**src/rtl/id_probe.sv**
```systemverilog
// Probes the fixed extension ID register over a req/ack read port and reports
// match, mismatch or timeout; timed-out reads are retried a bounded number of times.
module id_probe #(
  parameter logic [7:0]        EXP_ID  = 8'hA5,
  parameter int                ADDR_W  = 8,
  parameter logic [ADDR_W-1:0] ID_ADDR = '0,
  parameter int                TIMEOUT = 16,
  parameter int                RETRIES = 3
) (
  input  logic              clk,
  input  logic              reset,
  input  logic              start,
  output logic              rd_req,
  output logic [ADDR_W-1:0] rd_addr,
  input  logic              rd_ack,
  input  logic [7:0]        rd_data,
  output logic              busy,
  output logic              done,
  output logic              id_ok,
  output logic              id_err,
  output logic              timeout_err,
  output logic [7:0]        id_value
);

  localparam int TW = $clog2(TIMEOUT);
  localparam int AW = $clog2(RETRIES + 1);

  typedef enum logic [1:0] {
    IDLE  = 2'd0,
    WAIT  = 2'd1,
    GAP   = 2'd2,
    CHECK = 2'd3
  } state_t;

  state_t            state_q, state_d;
  logic [TW-1:0]     timer_q, timer_d;
  logic [AW-1:0]     attempt_q, attempt_d;
  logic [AW-1:0]     attempt_inc;
  logic              rd_req_q, rd_req_d;
  logic [ADDR_W-1:0] rd_addr_q, rd_addr_d;
  logic              busy_q, busy_d;
  logic              done_q, done_d;
  logic              id_ok_q, id_ok_d;
  logic              id_err_q, id_err_d;
  logic              timeout_err_q, timeout_err_d;
  logic [7:0]        id_value_q, id_value_d;

  assign attempt_inc = attempt_q + AW'(1);

  always_comb begin
    state_d       = state_q;
    timer_d       = timer_q;
    attempt_d     = attempt_q;
    rd_req_d      = rd_req_q;
    busy_d        = busy_q;
    done_d        = 1'b0;
    id_ok_d       = id_ok_q;
    id_err_d      = id_err_q;
    timeout_err_d = timeout_err_q;
    id_value_d    = id_value_q;

    case (state_q)
      IDLE: begin
        busy_d   = 1'b0;
        rd_req_d = 1'b0;
        if (start) begin
          state_d       = WAIT;
          id_ok_d       = 1'b0;
          id_err_d      = 1'b0;
          timeout_err_d = 1'b0;
          attempt_d     = '0;
          timer_d       = '0;
          rd_req_d      = 1'b1;
          busy_d        = 1'b1;
        end
      end
      WAIT: begin
        // An ack takes priority over the expiring timer on the same cycle.
        if (rd_ack) begin
          id_value_d = rd_data;
          rd_req_d   = 1'b0;
          state_d    = CHECK;
        end else if (timer_q == TW'(TIMEOUT - 1)) begin
          rd_req_d  = 1'b0;
          attempt_d = attempt_inc;
          if (attempt_inc < AW'(RETRIES)) begin
            state_d = GAP;
          end else begin
            state_d       = IDLE;
            timeout_err_d = 1'b1;
            done_d        = 1'b1;
            busy_d        = 1'b0;
          end
        end else begin
          timer_d = timer_q + TW'(1);
        end
      end
      GAP: begin
        state_d  = WAIT;
        timer_d  = '0;
        rd_req_d = 1'b1;
      end
      CHECK: begin
        if (id_value_q == EXP_ID) begin
          id_ok_d = 1'b1;
        end else begin
          id_err_d = 1'b1;
        end
        done_d  = 1'b1;
        busy_d  = 1'b0;
        state_d = IDLE;
      end
      default: begin
        state_d  = IDLE;
        rd_req_d = 1'b0;
        busy_d   = 1'b0;
      end
    endcase

    rd_addr_d = rd_req_d ? ID_ADDR : '0;
  end

  always_ff @(posedge clk or posedge reset) begin
    if (reset) begin
      state_q       <= IDLE;
      timer_q       <= '0;
      attempt_q     <= '0;
      rd_req_q      <= 1'b0;
      rd_addr_q     <= '0;
      busy_q        <= 1'b0;
      done_q        <= 1'b0;
      id_ok_q       <= 1'b0;
      id_err_q      <= 1'b0;
      timeout_err_q <= 1'b0;
      id_value_q    <= 8'h00;
    end else begin
      state_q       <= state_d;
      timer_q       <= timer_d;
      attempt_q     <= attempt_d;
      rd_req_q      <= rd_req_d;
      rd_addr_q     <= rd_addr_d;
      busy_q        <= busy_d;
      done_q        <= done_d;
      id_ok_q       <= id_ok_d;
      id_err_q      <= id_err_d;
      timeout_err_q <= timeout_err_d;
      id_value_q    <= id_value_d;
    end
  end

  assign rd_req      = rd_req_q;
  assign rd_addr     = rd_addr_q;
  assign busy        = busy_q;
  assign done        = done_q;
  assign id_ok       = id_ok_q;
  assign id_err      = id_err_q;
  assign timeout_err = timeout_err_q;
  assign id_value    = id_value_q;

endmodule

```
**config.mk**
```make
export PLATFORM = sky130hd
export DESIGN_NAME = id_probe
export DESIGN_NICKNAME = d
export VERILOG_FILES = /design/src/rtl/id_probe.sv
export SDC_FILE = /design/constraint.sdc
export NUM_CORES = 1
export LEC_CHECK = 0
export BUFFER_PORTS_ARGS = -buffer_cell sky130_fd_sc_hd__buf_4
export CORE_MARGIN = 5
export CORE_UTILIZATION = 55
export CTS_CLUSTER_DIAMETER = 40
export DETAILED_ROUTE_END_ITERATION = 8
export GPL_ROUTABILITY_DRIVEN = 0
export PLACE_DENSITY = 0.85
export SKIP_LAST_GASP = 1
export SYNTH_ARGS = -nofsm -noshare
export SYNTH_HDL_FRONTEND = slang
export SYNTH_SLANG_ARGS = --single-unit
```
**constraint.sdc**
```tcl
create_clock -name clk -period 3.37 [get_ports clk]
set_input_delay 0.1685 -clock clk [delete_from_list [all_inputs] [get_ports clk]]
set_output_delay 0.1685 -clock clk [all_outputs]
set_load 0.02 [all_outputs]
```
==> flow_summary_export.csv <==
group,metric,value,unit
logic_synthesis,synth-seq-cells,22,
logic_synthesis,netlist_instances,124,
die,core_area,2212,sq um
cts,postCtsHoldBufs,0,
logic_synthesis,synthTopCellsByArea,"dfrtp_1 43%, mux2_2 9.7%, ha_1 7.8%, buf_4 4.7%, a21oi_1 3.5%",
detailed_routing,routedWlPerCell,14.20,um
sta,finalCriticalPeriod,1.948,ns
critical_path,worstPathRequired,3.57,ns
placement,portBuffers,25,
critical_path,crit_path_start_kind,"register",
hold_path,hold_class,"in2async",
detailed_routing,remaining_drc_errors,0,
die,num_rows,17,
critical_path,cp_max_fo,19,
sta,drv_slew,0,
logic_synthesis,synth-main-ff-cell,"dfrtp_1",
detailed_routing,wirelength,2499,um
logic_synthesis,ys_seq_area_frac,0.4301,
critical_path,worstPathCellList,"inv_1 > ha_1 > and2_4 > mux2_2",
sta,worst_pin_slew,0.8057,ns
logic_synthesis,async_reset_ff_frac,1.000,
logic_synthesis,synth_edf_count,0,
critical_path,worst_path_max_delay_cell,"ha_1",
critical_path,slowest_delay,0.54,ns
logic_synthesis,synth_top_cell_by_area,"dfrtp_1",
global_route,grt_pass1_wl,4236,um
logic_synthesis,syn_area,1280,sq um
cts,cts_root_buf,"clkbuf_4",
pwr,peakVddDrop,0.6821,mV
critical_path,worst_ep_arrival_time,2.15,ns
sta,finalCritPeriodShare,0.5781,
placement,placed_area,1431,sq um
final_layout,design_area,1468,sq um
detailed_routing,first_pass_iters,5,
final_layout,syn_to_final_growth,14.66,%
final_layout,seq_area,550.5,sq um
critical_path,cp-end-kind,"register",
sta,finClkSkew,0.004758,ns
cts,clk_path_buf_depth,2,
final_layout,drive_above_1_share,0.2838,
outcome,status,"finished clean",
die,dieArea,3392,sq um
placement,placed_cells,172,
detailed_routing,drt-initial-drc-count,37,
pwr,power.leakage,0.7003,nW
logic_synthesis,synth.distinct_cells,37,
final_layout,fillers,184,
sta,fmax,513.3,MHz
final_layout,multiInputGateArea,620.6,sq um
cts,cts.repair.resized,0,
die,initial_core_util,0.5786,
die,die_height,58.24,um
cts,cts_tree,"yes",
final_layout,layoutNonFillerInstCount,176,
global_route,grt_usage,0.1595,
pwr,power,1.272,mW
pwr,power_density,866.5,nW/um^2
job,drv_cap,0,
sta,rsz0062_at_grt,"no",
final_layout,antennaDiodeCount,0,
cts,clk_pin_slew,0.12,ns
global_route,grt_overflow,0,
detailed_routing,via_per_inst,5.642,
global_route,grt_start_max_net_pins,23,
cts,cts_made_buffers,3,
global_route,grt_pass1_vias,948,
detailed_routing,vias,993,
cts,post_cts_buffers,0,
sta,setup_violations,0,
sta,finalSetupTns,0,ns
global_route,antenna_found_initial,0,
placement,dp_hpwl,1912,um
logic_synthesis,yosys_warnings,0,
cts,cts.sink_count,22,
die,die_x,58.24,um
final_layout,fin_nets,169,
logic_synthesis,synth_top_cell_area_share,0.4301,
sta,hold_viol_final,0,
die,io-pin-count,34,
cts,h-tree-depth,1,
detailed_routing,ant_nets,0,
critical_path,critical_path_class,"reg2reg",
cts,insertion_delay,0.31,ns
sta,maxSlewHeadroom,0.4623,
logic_synthesis,synth.avg_cell_area,10.32,sq um
## cells in the mapped netlist, types with 2 or more instances
cell type and n:
nand3_1 4, ha_1 8, buf_4 8, inv_1 10, mux2_2 11, nand2b_1 3, o31ai_1 2, nand2_1 6
o21ai_0 7, nor2_1 5, buf_6 3, dfrtp_1 22, a21oi_1 9, o41ai_1 2, a41oi_1 2
## cells by family (layout without fill, tap and decap cells)
family,Yosys count,after routing,synth area share
AND/OR/NAND/NOR,32,32,0.1467
AO/OA/AOI/OAI,28,28,0.1398
flip-flops,22,22,0.4301
buffers and inverters,22,39,0.1056
multiplexers,11,11,0.09678
adder cells (fa/ha/maj),8,8,0.07820
other,1,8,0.002930
## report_power, final
group | internal (mW) | switching [mW]
Combinational | 0.296 | 0.366
Sequential | 0.374 | 0.0912
Clock | 0.0660 | 0.0789
Total | 0.735 | 0.536
## per-layer routing
layer / vias up / wire, um / part of all wire / GRT usage
met5: - / 0 / 0 / 0
met4: 0 / 18 / 0.0072 / 0.04967
met3: 2 / 210 / 0.084 / 0.03118
met2: 45 / 1130 / 0.45 / 0.2548
met1: 470 / 1139 / 0.46 / 0.2179
li1: 476 / - / - / -
## cell type report
type | instances | share of cell area
Multi-Input combinational cell | 87 | 0.4228
Sequential cell | 22 | 0.3751
Timing Repair Buffer | 25 | 0.1279
Inverter | 10 | 0.02558
Clock buffer | 4 | 0.02472
Tap cell | 28 | 0.02387
## metrics by stage
step | utilization | worst slack [ns] | hold slack [ns]
floorplan | - | 1.777 | 0.1577
global placement | 0.6471 | 1.540 | 0.3766
detailed placement | 0.6471 | 1.455 | 0.3774
CTS | 0.6635 | 1.431 | 0.03547
global route | 0.6635 | 1.265 | 0.06910
finish | 0.6635 | 1.422 | 0.002413
## layout by cell type (no fill, tap or decap), drive strengths merged, types with 2 or more instances in the layout
| master | n |
|---|---|
| buf | 25 |
| dfrtp | 22 |
| mux2 | 11 |
| and2 | 2 |
| ha | 8 |
| nand2 | 6 |
| a21oi | 9 |
| o21ai | 7 |
| inv | 10 |
| o31ai | 2 |
| a41oi | 2 |
| nand2b | 3 |
| nor2 | 5 |
| nand3 | 4 |
| clkbuf | 4 |
| conb | 8 |
| o41ai | 2 |
## worst paths after layout
path,startpoint,endpoint,slack [ns],cells after the start
max,state_q[1],id_value[4],1.42,4
min in group clk,rd_data[1],id_value[1],0.08,2
min,reset,id_value[7],0.002,2
max reg2reg,state_q[1],id_value[4],1.42,4
max in group asynchronous,reset,busy,2.87,2
min reg2reg,timer_q[0],timer_q[0],0.54,1
## worst max-delay path, delay by kind of cell, from the launching register on
family,cells,cell delay (ns)
adders and majority gates,1,0.54
DFF,1,0.46
and+or+nand+nor,1,0.37
muxes,1,0.35
buffers and inverters,1,0.11
## flip-flops by register name, indices dropped and copies added (netlist names)
register     cells
attempt_q        2
busy             1
done             1
id_err           1
id_ok            1
id_value         8
rd_req           1
state_q          2
timeout_err      1
timer_q          4
Power figures use the tool's default switching activity.
